$ cat config.mk
export PLATFORM = sky130hd
export DESIGN_NAME = persp_divide
export DESIGN_NICKNAME = d
export VERILOG_FILES = /design/src/rtl/persp_divide.sv
export SDC_FILE = /design/constraint.sdc
export NUM_CORES = 1
export LEC_CHECK = 0
export ABC_CLOCK_PERIOD_IN_PS = 2580
export CORE_AREA = 2 2 168 104
export CTS_BUF_LIST = sky130_fd_sc_hd__clkbuf_4
export DETAILED_ROUTE_END_ITERATION = 6
export DIE_AREA = 0 0 170 106
export DONT_BUFFER_PORTS = 1
export PLACE_DENSITY = 0.93
export SLEW_MARGIN = 20
export SYNTH_ARGS = -nofsm -noshare
export SYNTH_HDL_FRONTEND = slang
export SYNTH_SLANG_ARGS = --single-unit
$ cat constraint.sdc
create_clock -name aclk -period 2.58 [get_ports aclk]
set_input_delay 0.516 -clock aclk [delete_from_list [all_inputs] [get_ports aclk]]
set_output_delay 0.516 -clock aclk [all_outputs]
set_load 0.01 [all_outputs]
$ cat src/rtl/persp_divide.sv
//==============================================================================
// Module      : persp_divide
// Description : Perspective-divide stage placed in front of a shared AXI-stream
//               divider. Accepts one homogeneous vertex (x, y, z, w) in
//               signed fixed point and sends x/w, y/w and z/w through the
//               divider one at a time. Each quotient is saturated back to the
//               fixed-point word, and the results go out as (x', y', z').
//
// Ports       : aclk, aresetn (async, active-low)
//               s_*        input vertex stream (x, y, z, w)
//               div_*      dividend / divisor / quotient streams to the divider
//               m_*        result stream (x', y', z') to rasteriser setup
//               m_sat[2:0] per-coordinate clamp flags
//                          (present only with PERSP_DIVIDE_SAT_FLAG_EN)
//
// Config      : `define PERSP_DIVIDE_SAT_FLAG_EN adds the m_sat output port.
//               Without it the port and flag logic are absent and the
//               datapath is unchanged.
//
// Revision    : 1.0  initial release
//==============================================================================
`default_nettype none

module persp_divide #(
    parameter int WIDTH      = 32,
    parameter int FRAC_BITS  = 16,
    parameter int DIVIDEND_W = 48   // must equal WIDTH + FRAC_BITS
) (
    input  logic                  aclk,
    input  logic                  aresetn,

    input  logic                  s_tvalid,
    output logic                  s_tready,
    input  logic [WIDTH-1:0]      s_x,
    input  logic [WIDTH-1:0]      s_y,
    input  logic [WIDTH-1:0]      s_z,
    input  logic [WIDTH-1:0]      s_w,

    output logic                  div_dividend_tvalid,
    input  logic                  div_dividend_tready,
    output logic [DIVIDEND_W-1:0] div_dividend_tdata,
    output logic                  div_divisor_tvalid,
    input  logic                  div_divisor_tready,
    output logic [WIDTH-1:0]      div_divisor_tdata,
    input  logic                  div_dout_tvalid,
    output logic                  div_dout_tready,
    input  logic [DIVIDEND_W-1:0] div_dout_tdata,

    output logic                  m_tvalid,
    input  logic                  m_tready,
`ifdef PERSP_DIVIDE_SAT_FLAG_EN
    output logic [2:0]            m_sat,
`endif
    output logic [WIDTH-1:0]      m_x,
    output logic [WIDTH-1:0]      m_y,
    output logic [WIDTH-1:0]      m_z
);

    typedef enum logic [1:0] {
        ST_IDLE   = 2'd0,
        ST_ISSUE  = 2'd1,
        ST_WAIT   = 2'd2,
        ST_OUTPUT = 2'd3
    } state_t;

    localparam logic [WIDTH-1:0] c_max_val = {1'b0, {(WIDTH-1){1'b1}}};
    localparam logic [WIDTH-1:0] c_min_val = {1'b1, {(WIDTH-1){1'b0}}};

    state_t           r_state;
    logic [1:0]       r_k;
    logic [WIDTH-1:0] r_x;
    logic [WIDTH-1:0] r_y;
    logic [WIDTH-1:0] r_z;
    logic [WIDTH-1:0] r_w;
    logic             r_dvd_valid;
    logic             r_dvs_valid;
    logic             r_dvd_sent;
    logic             r_dvs_sent;
    logic             r_m_valid;
    logic [WIDTH-1:0] r_mx;
    logic [WIDTH-1:0] r_my;
    logic [WIDTH-1:0] r_mz;

    // Zero-divide result: the sign of the numerator picks the rail.
    function automatic logic [WIDTH-1:0] f_zdiv(input logic [WIDTH-1:0] c);
        if (c == '0)
            return '0;
        else if (c[WIDTH-1])
            return c_min_val;
        else
            return c_max_val;
    endfunction

    // Coordinate currently being divided
    logic [WIDTH-1:0] w_coord;
    always_comb begin
        w_coord = r_x;
        case (r_k)
            2'd1:    w_coord = r_y;
            2'd2:    w_coord = r_z;
            default: w_coord = r_x;
        endcase
    end

    // Concatenating FRAC_BITS zeros is the sign-extend-then-shift of the
    // numerator: the coordinate's sign bit lands on the dividend's MSB.
    assign div_dividend_tdata  = {w_coord, {FRAC_BITS{1'b0}}};
    assign div_divisor_tdata   = r_w;
    assign div_dividend_tvalid = r_dvd_valid;
    assign div_divisor_tvalid  = r_dvs_valid;
    assign div_dout_tready     = (r_state != ST_OUTPUT);
    assign s_tready            = (r_state == ST_IDLE);
    assign m_tvalid            = r_m_valid;
    assign m_x                 = r_mx;
    assign m_y                 = r_my;
    assign m_z                 = r_mz;

    // The quotient fits the word only when every bit from WIDTH-1 upward
    // matches the sign; otherwise clamp toward the quotient's sign.
    logic             w_hi_ones;
    logic             w_hi_zeros;
    logic             w_ovf;
    logic [WIDTH-1:0] w_sat_val;
    assign w_hi_ones  = &div_dout_tdata[DIVIDEND_W-1:WIDTH-1];
    assign w_hi_zeros = ~|div_dout_tdata[DIVIDEND_W-1:WIDTH-1];
    assign w_ovf      = ~(w_hi_ones | w_hi_zeros);
    assign w_sat_val  = w_ovf ? (div_dout_tdata[DIVIDEND_W-1] ? c_min_val : c_max_val)
                              : div_dout_tdata[WIDTH-1:0];

    logic w_q_take;
    assign w_q_take = (r_state == ST_WAIT) && div_dout_tvalid;

`ifdef PERSP_DIVIDE_SAT_FLAG_EN
    logic [2:0] r_sat;
    assign m_sat = r_sat;

    always_ff @(posedge aclk or negedge aresetn) begin
        if (!aresetn) begin
            r_sat <= 3'b000;
        end else if (r_state == ST_IDLE && s_tvalid) begin
            // A zero numerator over w==0 yields 0, which is not a clamp.
            if (s_w == '0)
                r_sat <= {(s_z != '0), (s_y != '0), (s_x != '0)};
            else
                r_sat <= 3'b000;
        end else if (w_q_take) begin
            r_sat[r_k] <= w_ovf;
        end
    end
`endif

    always_ff @(posedge aclk or negedge aresetn) begin
        if (!aresetn) begin
            r_state     <= ST_IDLE;
            r_k         <= 2'd0;
            r_x         <= '0;
            r_y         <= '0;
            r_z         <= '0;
            r_w         <= '0;
            r_dvd_valid <= 1'b0;
            r_dvs_valid <= 1'b0;
            r_dvd_sent  <= 1'b0;
            r_dvs_sent  <= 1'b0;
            r_m_valid   <= 1'b0;
            r_mx        <= '0;
            r_my        <= '0;
            r_mz        <= '0;
        end else begin
            case (r_state)
                ST_IDLE: begin
                    if (s_tvalid) begin
                        r_x <= s_x;
                        r_y <= s_y;
                        r_z <= s_z;
                        r_w <= s_w;
                        if (s_w == '0) begin
                            r_mx      <= f_zdiv(s_x);
                            r_my      <= f_zdiv(s_y);
                            r_mz      <= f_zdiv(s_z);
                            r_m_valid <= 1'b1;
                            r_state   <= ST_OUTPUT;
                        end else begin
                            r_k         <= 2'd0;
                            r_dvd_valid <= 1'b1;
                            r_dvs_valid <= 1'b1;
                            r_state     <= ST_ISSUE;
                        end
                    end
                end

                ST_ISSUE: begin
                    // Each channel drops tvalid after its own handshake so
                    // the operand is never offered to the divider twice.
                    if (r_dvd_valid && div_dividend_tready) begin
                        r_dvd_valid <= 1'b0;
                        r_dvd_sent  <= 1'b1;
                    end
                    if (r_dvs_valid && div_divisor_tready) begin
                        r_dvs_valid <= 1'b0;
                        r_dvs_sent  <= 1'b1;
                    end
                    if (r_dvd_sent && r_dvs_sent) begin
                        r_dvd_sent <= 1'b0;
                        r_dvs_sent <= 1'b0;
                        r_state    <= ST_WAIT;
                    end
                end

                ST_WAIT: begin
                    if (div_dout_tvalid) begin
                        case (r_k)
                            2'd0:    r_mx <= w_sat_val;
                            2'd1:    r_my <= w_sat_val;
                            default: r_mz <= w_sat_val;
                        endcase
                        if (r_k == 2'd2) begin
                            r_m_valid <= 1'b1;
                            r_state   <= ST_OUTPUT;
                        end else begin
                            r_k         <= r_k + 2'd1;
                            r_dvd_valid <= 1'b1;
                            r_dvs_valid <= 1'b1;
                            r_state     <= ST_ISSUE;
                        end
                    end
                end

                ST_OUTPUT: begin
                    if (m_tready) begin
                        r_m_valid <= 1'b0;
                        r_state   <= ST_IDLE;
                    end
                end

                default: r_state <= ST_IDLE;
            endcase
        end
    end

endmodule

`default_nettype wire

==> flow_metrics.env <==
export IMPL_yosys_warnings=0
export IMPL_synthDistinctLibCells=43
export IMPL_period_share_pct=104.6
export IMPL_clkPwrFrac_pct=29.7
export IMPL_irDropWorstVdd_mv=0.7568
export IMPL_postSynthCellCount=899
export IMPL_p_leak_nw=5.568
export IMPL_cts_buffers=54
export IMPL_routed_wl_microns=39840
export IMPL_synth_async_reset_ratio_pct=100.0
export IMPL_die_h_microns=106
export IMPL_worst_ep_required_time_ns=2.06
export IMPL_tightest_slew_ns=0.7421
export IMPL_path_clk_slew_ns=0.09
export IMPL_max_cap_violations=0
export IMPL_pwr_share_seq_pct=42.8
export IMPL_p_int_w=0.006662
export IMPL_ioPinCount=364
export IMPL_nNetsFinal=1235
export IMPL_synth_compound_area_share_pct=15.91
export IMPL_antenna_found_initial=1
export IMPL_drv_slew=0
export IMPL_first_global_vias=8610
export IMPL_dr_first_iter_drc_count=1287
export IMPL_cts_tree="built"
export IMPL_power_switching_w=0.003496
export IMPL_globalRouteTotalUtil_pct=37.02
export IMPL_crit_path_start_kind="register"
export IMPL_core_area_sq_um=16670
export IMPL_synth_avg_cell_area_sq_um=11.79
export IMPL_total_power_w=0.01016
export IMPL_gp_congestion=0.9090
export IMPL_dr_pass1_iters=6
export IMPL_swShare_pct=34.42
export IMPL_status="finished, violations left"
export IMPL_nFillCells=880
export IMPL_synth_edf_count=0
export IMPL_start_util_pct=63.59
export IMPL_final_cells=1297
export IMPL_portBuffers=0
export IMPL_drc=0
export IMPL_dpl_cell_count=1070
export IMPL_fmax_ghz=0.3705
export IMPL_syn2layout_area_growth_pct=25.70
export IMPL_cp_arrival_ns=2.18
export IMPL_syn_cell_area_sq_um=10600
export IMPL_grt_pass1_wl_microns=50580
export IMPL_rsz0062_at_grt="yes"
export IMPL_via_per_inst=7.231
export IMPL_overflow=0
export IMPL_clk_latency_ns=0.65
export IMPL_synth_xor_area_share_pct=0
export IMPL_ant_nets=0
export IMPL_grt_start_max_net_pins=234
export IMPL_hold_path_class="in2async"
export IMPL_powerDensity_nw_per_um2=762.5
export IMPL_timing_final_hold_violations=233
export IMPL_synth_top_family_by_area="compound AO/OA/AOI/OAI gates"
export IMPL_num_vias=9378
export IMPL_ys_seq_area_share_pct=55.02
export IMPL_root_buffer="clkbuf_4"
export IMPL_endpoint_kind="output pin"
export IMPL_die_w_microns=170
export IMPL_clk_path_buf_depth=3
export IMPL_drive_gt1_share_pct=30.38
export IMPL_synthAdderAreaFrac_pct=0.3542
export IMPL_die_area_sq_um=18020
export IMPL_violations="negative hold slack, negative setup slack"
export IMPL_avgRoutedWirePerCell_microns=30.72
export IMPL_synthFlopType="dfrtp_1"
export IMPL_min_period_ns=2.699
export IMPL_combPwrFrac_pct=27.5
export IMPL_critical_path_class="reg2out"
export IMPL_h_tree_depth=2
export IMPL_final_setup_worst_slack_ns=-0.1192
export IMPL_yosys_area_share_simple_pct=9.858
export IMPL_fin_skew_ns=0.05470
export IMPL_row_count=37
export IMPL_diodes=0
export IMPL_cp_max_fo=9
export IMPL_final_setup_viol_count=24
export IMPL_dp_hpwl_microns=21460
export IMPL_critPathLaunch="r_k[1]"
export IMPL_muxShareOfSynthArea_pct=13.98
export IMPL_cts_sinks=233
export IMPL_holdWs_ns=-0.4659
export IMPL_ys_seq_elements=233
export IMPL_max_slew_margin_pct=50.41
export IMPL_r2r_start="r_state[1]"
power by group through the flow:
stage	Combinational (W)	Sequential, W	Clock, W
after floorplan	0.00115	0.00426	0
after global placement	0.00156	0.00434	0
after detailed placement	0.00162	0.00436	0
after CTS	0.00201	0.00430	0.00291
after global routing	0.00287	0.00436	0.00322
final	0.00279	0.00434	0.00302
synthesized netlist by cell type (2+ instances only):
cell / n / area (sq um)
nand2_1: 44 / 165.2
dfrtp_1: 233 / 5831
nor4_4: 4 / 85.08
nand4_4: 2 / 42.54
and2_1: 35 / 219.0
o31ai_4: 2 / 42.54
a22oi_1: 34 / 255.2
o21ai_0: 5 / 25.02
buf_4: 19 / 142.6
nand4_1: 8 / 50.05
buf_2: 29 / 145.1
buf_6: 6 / 67.56
nand3_1: 3 / 15.01
o32a_1: 30 / 300.3
mux2i_1: 4 / 40.04
nor4_1: 27 / 168.9
o31ai_1: 2 / 15.01
nor3_1: 4 / 20.02
nand2b_1: 5 / 31.28
ha_1: 3 / 37.54
nor4_2: 4 / 50.05
a21oi_1: 105 / 525.5
mux2_2: 128 / 1441
nor2_1: 40 / 150.1
a31oi_1: 65 / 406.6
clkbuf_1: 36 / 135.1
inv_1: 4 / 15.01
a21boi_1: 2 / 15.01
o22a_1: 2 / 17.52
sequential cells by signal (all words and copies together), names as in the netlist:
register,cells
r_z,32
r_state,2
div_dividend_tvalid,1
div_divisor_tvalid,1
r_y,32
r_dvd_sent,1
r_x,32
m_tvalid,1
div_divisor_tdata,32
m_x,32
r_dvs_sent,1
r_k,2
m_z,32
m_y,32
kinds of logic after synthesis:
| logic type | after synthesis |
|---|---|
| and+or+nand+nor | 182 |
| buffers and inverters | 96 |
| DFF | 233 |
| AOI/OAI and AO/OA | 252 |
| adders and majority gates | 3 |
| muxes | 132 |
| other | 1 |
cells in the final DEF, fill, tap and decap left out, types with 10 or more instances in the layout:
master	count
buf_4	24
conb_1	16
a21oi_4	12
o32a_1	30
clkbuf_4	75
dlygate4sd3_1	121
nand2_1	44
and2_1	35
a21oi_2	18
mux2_2	128
a22oi_1	26
a21oi_1	75
nor4_1	27
a31oi_1	65
dfrtp_1	233
nor2_1	35
clkinv_1	10
buf_12	13
per-stage QoR:
step / utilization [%] / setup TNS, ns / hold WS, ns / cell area [sq um] / setup slack [ns]
2_1_floorplan: - / 0 / 0.2204 / 10650 / 0.4776
3_3_place_gp: 65.07 / 0 / 0.2236 / 10840 / 0.2100
3_5_place_dp: 65.10 / 0 / 0.2236 / 10850 / 0.1823
4_1_cts: 73.46 / -0.05202 / -0.4622 / 12240 / -0.01596
5_1_grt: 79.93 / -2.470 / -0.5011 / 13320 / -0.2108
6_report: 79.93 / -0.8877 / -0.4659 / 13320 / -0.1192
layout make-up:
cell class | count | area (sq um) | share of cell area, %
multi-input cells | 585 | 4622 | 34.70
inverters | 5 | 18.77 | 0.1409
repair buffers | 170 | 1934 | 14.52
well taps | 214 | 267.8 | 2.010
clock buffers | 75 | 563.0 | 4.227
flip-flops and latches | 233 | 5831 | 43.77
clock inverters | 15 | 85.08 | 0.6387
path summary, 6_finish.rpt:
| check | slack [ns] | end | depth (start not counted) |
|---|---|---|---|
| min in group aclk | 0.01 | r_z[20] | 1 |
| worst max register to register | 0.39 | r_z[25] | 4 |
| worst max-delay path | -0.12 | div_dividend_tdata[33] | 6 |
| max in group asynchronous | 2.62 | m_y[2] | 0 |
| worst min-delay path | -0.47 | r_x[13] | 0 |
| worst min register to register | 0.52 | r_y[3] | 1 |
critical path, cell delays in order, from the launching register on:
cell	delay, ns
dfrtp_1	0.41
inv_2	0.09
ha_4	0.41
buf_12	0.19
nor2_2	0.05
a21oi_1	0.20
buf_4	0.17
layer usage:
layer  GRT usage, %  vias up  share of wire, %
met2          56.44      881                45
li1               -     3649                 -
met1          46.46     4568                34
met3          16.75      278                14
met4          14.65        2               6.9
met5              0        -             0.035
repair_timing:
action                                 in CTS  in global routing
gates cloned                                4                  6
setup buffers                               2                  4
hold buffers                               50                 71
endpoints found under the hold margin     283                304
pin swaps                                   2                  4
setup endpoints to repair                  32                 17
resized for setup                          34                 33
Note: power is estimated with default switching activity, not from simulation.
